`config.mk`:
```
export PLATFORM = sky130hd
export DESIGN_NAME = mem_port_arbiter
export DESIGN_NICKNAME = d
export VERILOG_FILES = /design/src/rtl/mem_port_arbiter.sv
export SDC_FILE = /design/constraint.sdc
export NUM_CORES = 1
export LEC_CHECK = 0
export ABC_AREA = 1
export CORE_ASPECT_RATIO = 1.5
export CORE_MARGIN = 2
export CORE_UTILIZATION = 35
export CTS_BUF_LIST = sky130_fd_sc_hd__clkbuf_8
export CTS_CLUSTER_DIAMETER = 80
export DETAILED_ROUTE_END_ITERATION = 8
export HOLD_SLACK_MARGIN = 0.08
export PLACE_DENSITY = 0.83
export SLEW_MARGIN = 20
export SYNTH_ARGS = -nofsm -noshare
export SYNTH_HDL_FRONTEND = slang
export SYNTH_SLANG_ARGS = --single-unit
```
`constraint.sdc`:
```
create_clock -name clk -period 2.2 [get_ports clk]
set_clock_uncertainty 0.2 [all_clocks]
set_input_delay 0.33 -clock clk [delete_from_list [all_inputs] [get_ports clk]]
set_output_delay 0.33 -clock clk [all_outputs]
set_load 0.01 [all_outputs]
```
`src/rtl/mem_port_arbiter.sv`:
```
// Owner-based arbiter sharing the single main-memory port between the CPU and the disk engine.
// Optional statistics counters are built when MEM_ARB_STATS_EN is defined.
module mem_port_arbiter #(
    parameter int AW        = 16,
    parameter int DW        = 16,
    parameter int MAX_BURST = 8
) (
    input  logic          clk,
    input  logic          rst,
    input  logic          cpu_req,
    input  logic          cpu_we,
    input  logic [AW-1:0] cpu_addr,
    input  logic [DW-1:0] cpu_wdata,
    output logic          cpu_gnt,
    output logic          cpu_rvalid,
    output logic [DW-1:0] cpu_rdata,
    input  logic          dsk_req,
    input  logic          dsk_we,
    input  logic [AW-1:0] dsk_addr,
    input  logic [DW-1:0] dsk_wdata,
    input  logic          dsk_lock,
    output logic          dsk_gnt,
    output logic          dsk_rvalid,
    output logic [DW-1:0] dsk_rdata,
    output logic [AW-1:0] mem_addr,
    output logic [DW-1:0] mem_data,
    output logic          mem_we,
    input  logic [DW-1:0] mem_q,
    output logic          busy
`ifdef MEM_ARB_STATS_EN
    ,
    output logic [15:0]   conflict_cnt,
    output logic [7:0]    forced_cnt
`endif
);

    typedef enum logic [1:0] {OWN_NONE, OWN_CPU, OWN_DSK} owner_t;

    localparam int CW = (MAX_BURST > 1) ? $clog2(MAX_BURST) : 1;
    localparam logic [CW-1:0] CNT_TOP = CW'(MAX_BURST - 1);

    owner_t        owner;
    logic          last_cpu;
    logic [CW-1:0] burst_cnt;
    logic [DW-1:0] cpu_rdata_q;
    logic [DW-1:0] dsk_rdata_q;
    logic          cpu_acc;
    logic          dsk_acc;
    logic          burst_top;
    logic          dsk_rel;
    logic          forced_rel;

    assign cpu_gnt    = (owner == OWN_CPU) && cpu_req;
    assign dsk_gnt    = (owner == OWN_DSK) && dsk_req;
    assign cpu_acc    = cpu_gnt;
    assign dsk_acc    = dsk_gnt;
    assign busy       = (owner != OWN_NONE);
    assign burst_top  = (burst_cnt == CNT_TOP);
    assign forced_rel = dsk_acc && dsk_lock && cpu_req && burst_top;
    assign dsk_rel    = (owner == OWN_DSK) && (!dsk_req || !dsk_lock || (cpu_req && burst_top));

    // mem_q arrives the cycle after the address, so valid data is passed straight through
    assign cpu_rdata = cpu_rvalid ? mem_q : cpu_rdata_q;
    assign dsk_rdata = dsk_rvalid ? mem_q : dsk_rdata_q;

    always_comb begin
        mem_addr = '0;
        mem_data = '0;
        mem_we   = 1'b0;
        if (cpu_acc) begin
            mem_addr = cpu_addr;
            mem_data = cpu_wdata;
            mem_we   = cpu_we && !rst;
        end else if (dsk_acc) begin
            mem_addr = dsk_addr;
            mem_data = dsk_wdata;
            mem_we   = dsk_we && !rst;
        end
    end

    always_ff @(posedge clk or posedge rst) begin
        if (rst) begin
            owner       <= OWN_NONE;
            last_cpu    <= 1'b0;
            burst_cnt   <= '0;
            cpu_rvalid  <= 1'b0;
            dsk_rvalid  <= 1'b0;
            cpu_rdata_q <= '0;
            dsk_rdata_q <= '0;
        end else begin
            cpu_rvalid <= cpu_acc && !cpu_we;
            dsk_rvalid <= dsk_acc && !dsk_we;
            if (cpu_rvalid) cpu_rdata_q <= mem_q;
            if (dsk_rvalid) dsk_rdata_q <= mem_q;
            case (owner)
                OWN_NONE: begin
                    if (cpu_req && dsk_req) owner <= last_cpu ? OWN_DSK : OWN_CPU;
                    else if (cpu_req)       owner <= OWN_CPU;
                    else if (dsk_req)       owner <= OWN_DSK;
                end
                OWN_CPU: begin
                    // one access per tenure; a dropped request also gives the port up
                    owner    <= dsk_req ? OWN_DSK : OWN_NONE;
                    last_cpu <= 1'b1;
                end
                OWN_DSK: begin
                    if (dsk_rel) begin
                        owner     <= cpu_req ? OWN_CPU : OWN_NONE;
                        last_cpu  <= 1'b0;
                        burst_cnt <= '0;
                    end else if (!burst_top) begin
                        burst_cnt <= burst_cnt + CW'(1);
                    end
                end
                default: owner <= OWN_NONE;
            endcase
        end
    end

`ifdef MEM_ARB_STATS_EN
    logic waiting;
    assign waiting = ((owner == OWN_CPU) && dsk_req) || ((owner == OWN_DSK) && cpu_req);

    always_ff @(posedge clk or posedge rst) begin
        if (rst) begin
            conflict_cnt <= '0;
            forced_cnt   <= '0;
        end else begin
            if (waiting && (conflict_cnt != 16'hFFFF)) conflict_cnt <= conflict_cnt + 16'd1;
            if (forced_rel && (forced_cnt != 8'hFF))   forced_cnt   <= forced_cnt + 8'd1;
        end
    end
`endif

endmodule

```
==> results of run 1 <==
[power breakdown]
| part | total (W) | switching, W | internal, W |
|---|---|---|---|
| sequential | 0.00116 | 0.000102 | 0.00106 |
| combinational | 0.00172 | 0.000789 | 0.000927 |
| clock | 0.000622 | 0.000251 | 0.000371 |
[worst max-delay path by stage]
| stage | start | to | slack [ns] | depth (start not counted) |
|---|---|---|---|---|
| after detailed placement | cpu_req | mem_data[5] | -0.31 | 7 |
| final | owner[1] | mem_data[0] | 0.08 | 7 |
| after CTS | owner[1] | mem_addr[3] | 0.01 | 8 |
| after floorplan | rst | mem_we | 0.07 | 3 |
| after global routing | owner[1] | mem_data[8] | 0.01 | 7 |
| after global placement | cpu_req | mem_data[15] | -0.29 | 7 |
[sequential cells by signal (all words and copies together) (netlist names)]
| register | flops |
|---|---|
| burst_cnt | 3 |
| cpu_rvalid | 1 |
| last_cpu | 1 |
| dsk_rvalid | 1 |
| cpu_rdata_q | 16 |
| dsk_rdata_q | 16 |
| owner | 2 |
[kinds of logic (layout without fill, tap and decap cells)]
kind of cell | Yosys count | in the layout
flops | 40 | 40
simple gates | 129 | 129
compound gates | 4 | 4
mux | 32 | 32
fa+ha+maj | 2 | 2
buf+inv | 20 | 203
other cells | 0 | 1
[cells in the final DEF (no fill, tap or decap), types with 2 or more instances in the layout]
cell             instances
nand2_1                103
clkdlybuf4s50_1         88
dlygate4sd2_1           55
dfrtp_1                 39
mux2_2                  32
buf_4                   20
nand2_2                  9
buf_2                    8
nand3_1                  7
inv_1                    7
clkbuf_8                 6
clkbuf_2                 5
buf_6                    4
nor2_1                   3
buf_12                   3
inv_2                    2
nand2_4                  2
nor3_1                   2
o21ai_0                  2
a21oi_1                  2
ha_1                     2
[per-stage QoR]
step | worst slack, ns | cell area [um2] | cells | hold slack [ns]
floorplan | 0.0747 | 2100 | 227 | 0.196
detailed placement | -0.312 | 3820 | 463 | 0.271
CTS | 0.0133 | 4010 | 480 | 0.282
global route | 0.0136 | 3960 | 483 | 0.291
global placement | -0.292 | 3820 | 463 | 0.260
finish | 0.0829 | 3960 | 483 | 0.281
[worst max-delay path, cell delays in order, from the launching register on]
cell,delay (ns)
dfrtp_1,0.39
inv_2,0.12
nand2_4,0.09
nor2_8,0.17
buf_6,0.14
nand2_1,0.07
nand2_1,0.07
dlygate4sd2_1,0.26
[area by class of cell]
| cell class | count | area, um2 | share of cell area [%] |
|---|---|---|---|
| Timing Repair Buffer | 185 | 1730 | 43.7 |
| Sequential cell | 40 | 1000 | 25.3 |
| Multi-Input combinational cell | 167 | 965 | 24.4 |
| Tap cell | 72 | 90.1 | 2.28 |
| Clock buffer | 6 | 82.6 | 2.09 |
| Inverter | 10 | 45.0 | 1.14 |
| Clock inverter | 2 | 38.8 | 0.980 |
| Antenna cell | 1 | 2.50 | 0.0633 |
[synthesized netlist by cell type (2+ instances only)]
master	n	area share (%)
a21oi_1	2	0.48
buf_2	2	0.48
buf_4	2	0.72
buf_6	5	2.7
dfrtp_1	40	48
ha_1	2	1.2
inv_1	8	1.4
mux2_2	32	17
nand2_1	103	18
nand2_2	10	3.0
nand3_1	7	1.7
nor2_1	3	0.54
nor3_1	2	0.48
o21ai_0	2	0.48
[metal layers]
| layer | vias up | track usage [%] | wire [um] |
|---|---|---|---|
| met1 | 1029 | 26.5 | 3000 |
| met3 | 13 | 10.5 | 1040 |
| li1 | 1083 | - | - |
| met4 | 0 | 7.54 | 167 |
| met2 | 120 | 41.6 | 3700 |
| met5 | - | 0 | 0 |
[what timing repair did]
action                                  4_1_cts  5_1_grt
pin swaps                                     0        1
gates resized for setup                      97       17
buffers inserted                              7        2
cloned                                        2        0
endpoints found under the setup margin       60       13
hold buffers                                  0        0
==> flow_summary.ini, run 1 <==
[synthesis]
synth_top_family_by_area = simple AND/OR/NAND/NOR gates
synth_edf_count = 0
yosys.area_share.adder_pct = 1.19
syn_area_mm2 = 0.00210
ys_warn_count = 0
synth_fp_nets = 316
ys_seq_area_share_pct = 47.7
synth_xor_area_share_pct = 0
synth_compound_area_share_pct = 0.955
synthFlopType = dfrtp_1
synthMuxAreaShare_pct = 17.2
synth_simple_gate_area_share_pct = 26.4
ys_ff_latch = 40
synthCells = 227
synth-async-reset-ratio_pct = 100
yosysUniqueCellTypes = 21
synth_area_per_cell_um2 = 9.24

[floorplanning]
die_y_um = 98.8
dieWidth_um = 67.2
num_io_pins = 157
core_mm2 = 0.00579
dieArea_mm2 = 0.00664
fp-row-count = 34
start_util_pct = 36.2

[cells_and_area]
area_growth_pct = 88.7
fillers = 497
nNetsFinal = 498
fin_util_pct = 68.4
drive_above_1_share_pct = 24.1

[worst_setup_path]
worstRegToRegCells = 7
worst-path-max-fanout = 7
start_kind = flip-flop
r2r_end = owner[1]
critical_path_class = reg2out
critPathCaptureType = output pin
cp.arrival_ns = 1.59
crit_required_ns = 1.67
timing.rr.start = burst_cnt[0]
r2r_slack_ns = 0.69

[power]
ir_drop_v = 0.000716
finalPower_w = 0.00350
leakagePower_nw = 2.04
powerDensity_mw_per_mm2 = 885

[drt]
vias = 2245
drc_errors = 0
wirelength_mm = 7.91
vias_per_cell = 4.65
drtIter0Drc = 54
first_pass_iters = 4
antenna_left = 0
post_drt_wl_per_cell_um = 16.4

[grt]
antenna_found_initial = 1
grt_pass1_vias = 2365
grt_overflow = 0
grt_max_degree = 22
grt_first_pass_wirelength_mm = 11.9
gr-usage-all-layers_pct = 24.3

[min_path]
hp-class = in2async

[timing]
rsz0062_at_grt = false
tightest_slew_ns = 0.273
final.setup.tns_ns = 0
hold_violations = 0
final-setup-viol-count = 0
slew_viol_final = 0
timing.fmax_mhz = 472
post-route-min-period_ns = 2.12
max-slew-margin-rel_pct = 81.8
finalCritPeriodShare_pct = 96.2

[placed_design]
gp_congestion = 0.828
dpl.hpwl_mm = 6.26
numPortBuffers = 156

[clocking]
cts_tree = yes
clkTransAtPathRegs_ns = 0.08
clock_path_buffers = 2
cts.sinks = 40
cts_max_level = 2
cts_root_buffer = clkbuf_8
cts_buffers = 5
clk_latency_ns = 0.29

[run_status]
outcome = finished clean

[run]
maxCapViolCount = 0
Power figures use the tool's default switching activity.
==> run 2, diff against run 1 <==
CORE_UTILIZATION = 34   (was 35)
CTS_BUF_LIST = unset   (was sky130_fd_sc_hd__clkbuf_8)
PLACE_DENSITY = 0.81   (was 0.83)
==> run 2 against run 1 <==
  * Die area rose by 2.8%
  * Sequential power barely moved
  * Final area fell by 2.1%
  * Clock power fell by 26%
  * Routed wire length fell by 8.6%
  * Non-clock buffer count fell by 7
  * Total power fell by 5.5%
  * Final cell count fell by 1.4%
  * Critical path type unchanged
  * Critical endpoint is now dsk_rdata[15]
  * Largest power group unchanged
  * Highest routed layer unchanged
==> flow_summary.ini, run 2 (synthesis gave the netlist of run 1 again) <==
[timing]
timing.fmax_mhz = 467
final-setup-viol-count = 0
worst_slack_ns = 0.0572
max-slew-margin-rel_pct = 79.3
hold_violations = 0
tightest_slew_ns = 0.311
finalCritPeriodShare_pct = 97.4
post-route-min-period_ns = 2.14
slew_viol_final = 0
rsz0062_at_grt = false

[cells_and_area]
nNetsFinal = 491
layout_common_cells = nand2_1 (103), clkdlybuf4s50_1 (90), dlygate4sd2_1 (43), dfrtp_1 (39), mux2_2 (32)
fillers = 516
final_common_cell = nand2_1
drive_above_1_share_pct = 21.6
area_growth_pct = 84.7
top_regs = cpu_rdata_q (16), dsk_rdata_q (16), burst_cnt (3)
fin_cells = 476
seq_area_mm2 = 0.00100
n_antenna_cell = 0
multi_input_area_um2 = 965

[clocking]
cts_max_level = 2
clock_path_buffers = 2
cts_hold_buf = 0
clk_latency_ns = 0.29
cts_root_buffer = clkbuf_8
cts_buffers = 5
cts.sinks = 40
clkTransAtPathRegs_ns = 0.07
cts_tree = yes

[power]
leakagePower_nw = 1.99
switchingPower_w = 0.00111
clock_power_share_pct = 13.9
p_int_w = 0.00220
comb_power_share_pct = 51.1
seqPwrFrac_pct = 35.0
ir_drop_v = 0.000696
sw_frac_of_total_pct = 33.6
powerDensity_mw_per_mm2 = 854

[grt]
grt_overflow = 0
antenna_found_initial = 0
grt_pass1_vias = 2274
grt_first_pass_wirelength_mm = 10.8
grt_max_degree = 26
gr-usage-all-layers_pct = 21.4

[drt]
post_drt_wl_per_cell_um = 15.2
first_pass_iters = 5
antenna_left = 0
drtIter0Drc = 42
vias = 2174
drc_errors = 0
wirelength_mm = 7.23
vias_per_cell = 4.57

[worst_setup_path]
crit_path_start = dsk_rvalid
critPathMaxStageDelay_ns = 0.48
start_kind = flip-flop
cp.arrival_ns = 1.61
cp_num_buf_inv = 2
crit_family = buffers and inverters
path_cells = buf_4 -> mux2_2 -> clkdlybuf4s50_1
slowest_stage = clkdlybuf4s50_1
critPathCaptureType = output pin
critical_path_class = reg2out
crit_required_ns = 1.67
timing.rr.start = burst_cnt[0]
worst-path-max-fanout = 4

[placed_design]
dpl.hpwl_mm = 5.81
numPortBuffers = 156
place_worst_setup_slack_ns = -0.279
dpl.cell_count = 462
gp_congestion = 0.884

[floorplanning]
dieArea_mm2 = 0.00683
core_mm2 = 0.00604
dieWidth_um = 68.1
fp-row-count = 35
die_y_um = 100
num_io_pins = 157
start_util_pct = 34.7

[run_status]
outcome = finished clean

[run]
maxCapViolCount = 0

[min_path]
hp-class = in2async
run 2: final timing paths:
check                                endpoint  slack, ns  cells past startpoint
worst max-delay path            dsk_rdata[15]       0.06                      3
worst min-delay path                 last_cpu       0.26                      3
worst max register to register       owner[1]       0.68                      7
worst min register to register   burst_cnt[1]       0.29                      2
max in group asynchronous            owner[0]       1.24                      3
min in group clk                 burst_cnt[1]       0.29                      2
run 2: power by group through the flow:
stage | Sequential, W | Clock [W] | Combinational (W)
after global routing | 0.00119 | 0.000507 | 0.00184
final | 0.00116 | 0.000459 | 0.00169
after detailed placement | 0.00118 | 0 | 0.00193
after CTS | 0.00116 | 0.000475 | 0.00173
after global placement | 0.00116 | 0 | 0.00191
after floorplan | 0.00114 | 0 | 0.000849
run 2: worst reg2reg max path: cells and delay by family (launching register included):
kind	cells	cell delay, ns
AND/OR/NAND/NOR	3	0.30
AO/OA/AOI/OAI	1	0.07
buffers and inverters	1	0.05
adder cells (fa/ha/maj)	2	0.42
flip-flops	1	0.40
run 2: routing by layer:
layer  routed length, um  track usage [%]
met1                2590             22.1
met2                3540             38.0
met3                1010             8.52
met4                  86             7.08
met5                   0                0
run 2: layout make-up:
type / instances / share of cell area [%]
clock buffer: 5 / 1.78
clock inverter: 2 / 0.323
inverter: 10 / 1.03
multi-input combinational: 167 / 24.9
sequential: 40 / 25.9
tap: 74 / 2.39
timing repair buffer: 178 / 43.7
run 2: timing repair:
action | 4_1_cts | 5_1_grt
setup endpoints to repair | 62 | 23
gates resized for setup | 73 | 27
setup buffers | 7 | 0
endpoints found under the hold margin | 0 | 0
pin swaps | 1 | 0
run 2: through the flow:
| stage | utilization [%] | area (um2) | hold WS, ns | power (W) | TNS [ns] |
|---|---|---|---|---|---|
| final | 64.1 | 3870 | 0.257 | 0.00331 | 0 |
| after detailed placement | 63.0 | 3800 | 0.277 | 0.00311 | -7.84 |
| after global routing | 64.1 | 3870 | 0.306 | 0.00354 | 0 |
| after CTS | 64.3 | 3890 | 0.260 | 0.00337 | 0 |
| after floorplan | - | 2100 | 0.196 | 0.00199 | 0 |
| after global placement | 63.0 | 3800 | 0.258 | 0.00307 | -7.73 |
